**src/rtl/piso_shift_cell.sv**
```systemverilog
// Parallel-in serial-out shift cell with a valid/ready load handshake.
// A new word can be accepted on the last bit of the current frame, so frames can run back-to-back.
module piso_shift_cell #(
    parameter int WIDTH     = 8,
    parameter int MSB_FIRST = 1
) (
    input  logic             CP,
    input  logic             CDN,
    input  logic [WIDTH-1:0] PD,
    input  logic             LD_VALID,
    output logic             LD_READY,
    input  logic             EN,
    output logic             Q,
    output logic             Q_VALID,
    output logic             Q_LAST,
    output logic             BUSY
);

    localparam int CNT_W   = $clog2(WIDTH);
    localparam int OUT_IDX = (MSB_FIRST != 0) ? WIDTH - 1 : 0;

    typedef enum logic {IDLE, SHIFT} state_t;

    state_t             r_state;
    logic [WIDTH-1:0]   r_shreg;
    logic [CNT_W-1:0]   r_cnt;

    logic w_shift;
    logic w_cnt_zero;
    logic w_accept;

    function automatic logic [WIDTH-1:0] f_shift(input logic [WIDTH-1:0] v);
        if (MSB_FIRST != 0)
            return {v[WIDTH-2:0], 1'b0};
        else
            return {1'b0, v[WIDTH-1:1]};
    endfunction

    assign w_shift    = (r_state == SHIFT);
    assign w_cnt_zero = (r_cnt == '0);
    // Ready on the final enabled bit as well as in IDLE, giving zero-bubble reloads.
    assign LD_READY   = !w_shift || (w_cnt_zero && EN);
    assign w_accept   = LD_VALID && LD_READY;

    assign Q       = w_shift && r_shreg[OUT_IDX];
    assign Q_VALID = w_shift;
    assign Q_LAST  = w_shift && w_cnt_zero;
    assign BUSY    = w_shift;

    always_ff @(posedge CP or negedge CDN) begin
        if (!CDN) begin
            r_state <= IDLE;
            r_shreg <= '0;
            r_cnt   <= '0;
        end else if (w_accept) begin
            r_state <= SHIFT;
            r_shreg <= PD;
            r_cnt   <= CNT_W'(WIDTH - 1);
        end else if (w_shift && EN) begin
            if (!w_cnt_zero) begin
                r_shreg <= f_shift(r_shreg);
                r_cnt   <= r_cnt - CNT_W'(1);
            end else begin
                r_state <= IDLE;
            end
        end
    end

endmodule

```
**config.mk**
```make
export PLATFORM = sky130hd
export DESIGN_NAME = piso_shift_cell
export DESIGN_NICKNAME = d
export VERILOG_FILES = /design/src/rtl/piso_shift_cell.sv
export SDC_FILE = /design/constraint.sdc
export NUM_CORES = 1
export LEC_CHECK = 0
export CORE_MARGIN = 4
export CORE_UTILIZATION = 29
export CTS_CLUSTER_SIZE = 16
export DETAILED_ROUTE_END_ITERATION = 16
export RECOVER_POWER = 25
export SETUP_SLACK_MARGIN = 0.02
export SYNTH_ARGS = -nofsm -noshare
export SYNTH_HDL_FRONTEND = slang
export SYNTH_SLANG_ARGS = --single-unit
```
**constraint.sdc**
```tcl
create_clock -name CP -period 4.1 [get_ports CP]
set_clock_uncertainty 0.2 [all_clocks]
set_input_delay 0.82 -clock CP [delete_from_list [all_inputs] [get_ports CP]]
set_output_delay 0.82 -clock CP [all_outputs]
set_load 0.05 [all_outputs]
```
After elaboration in Yosys (flattened, before gate mapping):

Cells that the tools add are included.

* register bits: 12
* output and inout port bits: 5
* word-level logic and storage cells: 26
* input bits: 12

* add/subtract/negate cells: 1
* multiplexer cells: 9
* eq/ne operators: 1
* reductions and logical operators: 12

Operator list (count)
* $mux 8: 3
* $mux 3: 3
* $logic_and 1x1->1: 5
* $reduce_and 2->1: 2
* $reduce_bool 2->1: 2
* $logic_not 3->1: 1
* $mux 1: 3
* $sub 3x1->3 const B: 1
* $ne 2x1->1 const B: 1
* $logic_not 1->1: 1
* $logic_or 1x1->1: 1

Depth between registers and ports, before layout:

* word-level depth: 6
* depth in mapped cells: 6
* mapped depth without buffers: 5

Worst setup path before layout:

Ideal clock, no wire load.

* path kind: register -> output
* from: reg r_state (netlist: BUSY)
* to: out Q_LAST
* path slack: 1.479 ns
* path buffers: 1
* cell stages (with the launch flop): 4
* required time: 3.080 ns
* arrival time: 1.601 ns
* path through: dfrtp_1 > buf_6 > inv_1 > nor2_1

* longest elaborated chain between the ends: 1

Ends and longest elaborated chain
* start: declaration: line 24 `state_t r_state;`
* start signal: assignment: line 52 `r_state <= IDLE;`
* start signal: assignment: line 56 `r_state <= SHIFT;`
* start signal: assignment: line 64 `r_state <= IDLE;`
* $logic_and 1x1->1: line 47 `assign Q_LAST = w_shift && w_cnt_zero;`
* end: declaration: line 15 `output logic Q_LAST,`

Every way passes these cells.

Worst setup path in the final report:

* from: in EN
* to: out LD_READY

* longest elaborated chain between the ends: 2

Ends and longest elaborated chain
* start: declaration: line 12 `input logic EN,`
* $logic_and 1x1->1: line 42 `assign LD_READY = !w_shift || (w_cnt_zero && EN);`
* $logic_or 1x1->1: line 42
* end: declaration: line 11 `output logic LD_READY,`

Every way passes these cells.

==> reports/results.ini <==
[detailed_routing]
vias_per_cell = 5.128
routedWlPerCell_um = 14.48
dr.first_iter.drc_count = 17
route.detailed.drc = 0
wl_met1_um = 699
antenna_left = 0
wl_met2_um = 719
vias = 559
drtPass1Iterations = 5
dr_wl_met3_um = 103
routed.top_layer = met4
totalWireLength_um = 1578

[global_route]
overflow = 0
grt_max_degree = 14
antenna_found_initial = 0
grt_pass1_vias = 558
grtUsageTotal_pct = 10.26
grt_pass1_wl_um = 2594

[clocking]
htree_levels = 1
post_cts_buffers = 0
cts_buffers = 3
clk_pin_slew_ns = 0.08
cts_max_path_buffers = 2
clock_latency_ns = 0.29
tritoncts = built
cts-resized-gates = 0
cts_root_buffer = clkbuf_4
cts.sinks = 12
ctsHoldBuffers = 0

[setup_path]
start_kind = input pin
r2r_start = r_cnt[0]
path_common_cell = clkdlybuf4s50_1
crit_path_max_incr_delay_ns = 0.79
cp-endpoint = LD_READY
cp_top_family = buffers and inverters
crit_path_max_fanout = 10
worst-setup-path-type = in2out
worst-endpoint-arrival_ns = 2.46
timing.rr.end = r_shreg[4]
slowest_stage = clkdlybuf4s50_1
r2r_slack_ns = 2.27
endpoint_kind = output port
startpoint = EN
cp_cell_sequence = clkdlybuf4s50_1 > a21o_2 > clkdlybuf4s50_1
cp_data_required_time_ns = 3.08
cp.depth = 3
path_buf_inv = 2
r2r_cells = 5

[sta]
slew_viol_final = 0
rsz0062_at_grt = no
finalSetupViolCount = 0
worst_slack_ns = 0.6191
max_slew.worst_pin.slew_ns = 0.5645
post-route-min-period_ns = 3.481
slew_headroom_pct = 62.25
period_share_pct = 84.90
fin_tns_setup_ns = 0
hold_viol = 0
hold_ws_ns = 0.3518
fmax_mhz = 287.3

[synthesis]
synthesis.nets = 80
synth_most_common_cell = dfrtp_1
synth_flop_cell = dfrtp_1
synth_largest_area_cell = dfrtp_1
synth_cell_types = 30
ys_seq_area_share_pct = 41.03
netlist_area_um2 = 732.0
synth_area_leaders = dfrtp_1 (41%), o221a_1 (11%), or3_1 (5.1%), buf_6 (4.6%), a2bb2oi_4 (3.6%)
synthArstFlopShare_pct = 100.0
synth_cells = 66
synth_seq_cells = 12
synth_top_area_share_pct = 41.03
synth-edff-count = 0
synth.avg_cell_area_um2 = 11.09
yosysWarnings = 0
synth_common_cells = dfrtp_1 (12), o221a_1 (7), or3_1 (6), nand2_1 (4)

[place]
dp_hpwl_um = 1083
dpl-instance-area_um2 = 880.8
place.gp.congestion = 0.7912
pre_cts_ws_ns = 0.6187
portBuffers = 16

[power]
clkPwrFrac_pct = 18.5
intPower_mw = 0.3429
pwr-share-seq_pct = 36.8
comb_power_share_pct = 44.7
p_per_area_nw_per_um2 = 586.7
ir_drop_mv = 0.1897
finalPower_mw = 0.5381
p_switching_mw = 0.1952
leakage_nw = 0.3690
switching_share_pct = 36.28

[finish]
fillers = 238
final_area_um2 = 917.1
multiInputGateArea_um2 = 374.1
regArea_um2 = 300.3
nets = 96
final_layout_size_suffix_gt1_share_pct = 16.05
areaGrowthSynthToFinish_pct = 25.30
diodes = 0

[job]
drv_cap = 0

[min_path]
holdPathStages = 1
hold_class = reg2reg

[floorplan]
fp.dieArea_um2 = 3392
coreArea_um2 = 2297
die_width_um = 58.24
die_h_um = 58.24
rows = 17
io_pins = 17
initial_utilization_pct = 31.86

[run_status]
status = finished clean

-- flip-flops by register name (all words and copies together) (netlist names) --
signal	cells
r_shreg	8
r_cnt	3
BUSY	1
-- kinds of logic after synthesis --
family	after synthesis	synth area share, %
adder cells (fa/ha/maj)	2	3.418
AND/OR/NAND/NOR	23	20.34
buffers and inverters	8	7.863
flip-flops	12	41.03
AO/OA/AOI/OAI	21	27.35
-- worst register-to-register path, cell delays in order, from the launching register on --
cell,delay [ns]
dfrtp_1,0.39
inv_1,0.08
ha_1,0.27
nor2b_4,0.19
or3_2,0.45
o221a_1,0.14
-- how the worst min path moves through the flow --
stage	startpoint	endpoint	slack, ns
after floorplan	r_shreg[7]	r_shreg[7]	0.31
after global placement	r_shreg[5]	r_shreg[5]	0.32
after detailed placement	r_shreg[4]	r_shreg[4]	0.33
after CTS	r_shreg[5]	r_shreg[5]	0.35
after global routing	r_shreg[7]	r_shreg[7]	0.37
final	r_shreg[3]	r_shreg[3]	0.35
-- cell type report --
class	count	area share (%)
Timing Repair Buffer	16	17.46
Tap cell	28	3.820
Clock buffer	4	3.956
Inverter	3	1.228
Sequential cell	12	32.74
Multi-Input combinational cell	46	40.79
-- layout by cell type (no fill, tap or decap) --
master | netlist | final
clkdlybuf4s50_1 | 0 | 15
nand2_2 | 1 | 1
a21o_2 | 1 | 1
and2_1 | 1 | 1
or2_1 | 1 | 1
nor2b_4 | 1 | 1
a21oi_1 | 1 | 1
or3_2 | 1 | 1
dlygate4sd3_1 | 0 | 1
o211a_2 | 1 | 1
o21ai_0 | 3 | 3
or2b_1 | 1 | 1
nand2_1 | 4 | 4
or3_1 | 6 | 6
nor2_1 | 2 | 2
a211oi_1 | 1 | 1
inv_1 | 3 | 3
dfrtp_1 | 12 | 12
or2_2 | 1 | 1
and2b_2 | 1 | 1
a21o_1 | 1 | 1
o221a_1 | 7 | 7
clkbuf_8 | 0 | 1
o22ai_1 | 1 | 1
a2bb2oi_4 | 1 | 1
nand2b_4 | 1 | 1
ha_1 | 2 | 2
a2bb2oi_1 | 3 | 3
clkbuf_4 | 0 | 3
o22a_1 | 1 | 1
nand2b_1 | 2 | 2
-- per-stage QoR --
step	instances	util, %
6_report	109	39.92
3_5_place_dp	105	38.34
2_1_floorplan	66	-
4_1_cts	109	39.92
5_1_grt	109	39.92
3_3_place_gp	105	38.34
-- per-layer routing --
layer  vias to the layer above  global-route usage [%]
met5                         -                       0
met4                         0                   7.947
met3                         4                   1.782
met2                        16                   15.48
met1                       265                   12.84
li1                        274                       -
-- power groups by stage --
stage               combinational (mW)  clock, mW  sequential [mW]
finish                           0.240     0.0997            0.198
global route                     0.263      0.103            0.206
CTS                              0.242     0.0995            0.198
detailed placement               0.239          0            0.200
global placement                 0.234          0            0.200
floorplan                        0.188          0            0.195
Power figures use the tool's default switching activity.
==> RTL change: new RTL, config.mk and constraints unchanged <==
The parameter `WIDTH` goes from 8 to 16.
--- a/src/rtl/piso_shift_cell.sv
+++ b/src/rtl/piso_shift_cell.sv
@@ -1,7 +1,7 @@
 // Parallel-in serial-out shift cell with a valid/ready load handshake.
 // A new word can be accepted on the last bit of the current frame, so frames can run back-to-back.
 module piso_shift_cell #(
-    parameter int WIDTH     = 8,
+    parameter int WIDTH     = 16,
     parameter int MSB_FIRST = 1
 ) (
     input  logic             CP,
Interface: changed (resized PD); port bits go from 17 to 25. The function was not compared with the original's and may differ.
==> RTL change against the original RTL <==
Design area rose by 74%. Fmax shrank 2.7%. Core utilization decreased by 3.3 points. Worst setup slack got worse by 97 ps. Sequential cell count increased by 9. Synthesized area grew 78%. Global-route usage grew 1.6 points. Non-clock buffer count increased by 10. Clock power rose by 35%. Wire length up 92%. Power increased by 53%. Register-to-register slack got worse by 1000 ps. Critical endpoint unchanged. Largest power group is now sequential cells. Highest routed layer unchanged.
==> RTL change: results (changes against the original RTL) <==
Detailed routing
  • First-pass iteration count of the detailed router: 4 (was 5)
  • Count of routing violations after the opening detailed-route iteration: 50 (was 17)
  • Detailed-route wire length: 3030 microns (was 1580 microns)
  • Detail Route met3 WL: 154 microns (was 103 microns)
  • Metal2 WL: 1510 microns (was 719 microns)
  • Overall via count from detail_route: 1,086 (was 559)

Power and ir drop
  • Sw Share: 37.6% (was 36.3%)
  • Static leakage: 0.681 nW (was 0.369 nW)

Final layout
  • Filler instances: 439 (was 238)
  • Number of flip-flops under the largest register name: 16 (was 8)

Worst hold path
  • Sink of the worst hold path: r_shreg[4]$_DFFE_PN0P_ (was r_shreg[3]$_DFFE_PN0P_)
  • Beginning of the worst hold path: r_shreg[4]$_DFFE_PN0P_ (was r_shreg[3]$_DFFE_PN0P_)

Setup path
  • Arrival time of data at the critical path endpoint: 2560 ps (was 2460 ps)
  • Register-to-register setup slack: 1260 ps (was 2270 ps)
  • FF-to-FF path depth: 6 (was 5)
  • Crit-path max cell delay: 810 ps (was 790 ps)

Synth
  • Sequential cell area fraction in the yosys report: 40.3% (was 41.0%)
  • Most common library cells after synthesis: 31 x sky130_fd_sc_hd__nor3_1, 21 x sky130_fd_sc_hd__dfrtp_1, 20 x sky130_fd_sc_hd__inv_1 (was 12 x sky130_fd_sc_hd__dfrtp_1, 7 x sky130_fd_sc_hd__o221a_1, 6 x sky130_fd_sc_hd__or3_1)
  • Post-synth cell types: 29 (was 30)
  • Leading post-synthesis cells by cell area: sky130_fd_sc_hd__dfrtp_1 40%, sky130_fd_sc_hd__nor3_1 12%, sky130_fd_sc_hd__a2111oi_2 10% (was sky130_fd_sc_hd__dfrtp_1 41%, sky130_fd_sc_hd__o221a_1 11%, sky130_fd_sc_hd__or3_1 5.1%)
  • Post-Synthesis Cells: 147 (was 66)

Run status
  • Run status: complete, no violations (unchanged)

Global route
  • Global routing usage summed across all routing layers: 11.9% (was 10.3%)
  • Maximum number of pins on one net before global-route repair: 22 (was 14)

Clock tree
  • Library cell used as clock root buffer: sky130_fd_sc_hd__clkbuf_8 (was sky130_fd_sc_hd__clkbuf_4)

STA
  • Minimum hold slack: 337 ps (was 352 ps)

Placed design
  • HPWL after detailed placement: 2060 microns (was 1080 microns)
[RTL change: kinds of logic (layout without fill, tap and decap cells)]
logic type	after synthesis	in the layout	share of synthesized area (%)
DFF	21	21	40.3
and+or+nand+nor	64	64	23.9
AOI/OAI and AO/OA	29	29	23.2
buffers and inverters	32	50	11.6
adders and majority gates	1	1	0.960
[RTL change: final cells by class]
class | count | area, sq um | share of cell area [%]
multi-input cells | 94 | 631 | 39.6
repair buffers | 26 | 251 | 15.8
inverters | 20 | 75.1 | 4.71
clock buffers | 4 | 45.0 | 2.83
well taps | 52 | 65.1 | 4.08
flip-flops and latches | 21 | 526 | 33.0
[RTL change: metal layers]
layer | up-vias | global-route usage (%)
li1 | 554 | -
met4 | 0 | 3.56
met5 | - | 0
met2 | 17 | 19.6
met1 | 513 | 15.8
met3 | 2 | 2.14
[RTL change: power by group through the flow]
stage	Clock, mW	Combinational [mW]	Sequential [mW]
floorplan	0	0.271	0.335
global placement	0	0.345	0.347
detailed placement	0	0.347	0.350
CTS	0.139	0.349	0.346
global route	0.146	0.380	0.359
finish	0.135	0.340	0.346
[RTL change: how the worst max path moves through the flow]
stage / from / to / slack, ps / cells past startpoint
after floorplan: r_cnt[0]$_DFFE_PN0P_ / Q_LAST / 1150 / 6
after global placement: EN / LD_READY / 610 / 3
after detailed placement: EN / LD_READY / 600 / 3
after CTS: EN / LD_READY / 590 / 3
after global routing: EN / LD_READY / 460 / 3
final: EN / LD_READY / 520 / 3
[RTL change: worst reg2reg max path, cell delays in order, from the launching register on]
cell	delay, ps
sky130_fd_sc_hd__dfrtp_1	410
sky130_fd_sc_hd__inv_1	60
sky130_fd_sc_hd__ha_1	230
sky130_fd_sc_hd__or3b_1	190
sky130_fd_sc_hd__clkbuf_1	730
sky130_fd_sc_hd__o211ai_4	370
sky130_fd_sc_hd__a2111oi_0	520
[RTL change: per-stage QoR]
| step | cell area [sq um] | setup WS, ps |
|---|---|---|
| 2_1_floorplan | 1300 | 1150 |
| 3_3_place_gp | 1550 | 612 |
| 3_5_place_dp | 1550 | 603 |
| 4_1_cts | 1600 | 591 |
| 5_1_grt | 1590 | 462 |
| 6_report | 1590 | 523 |
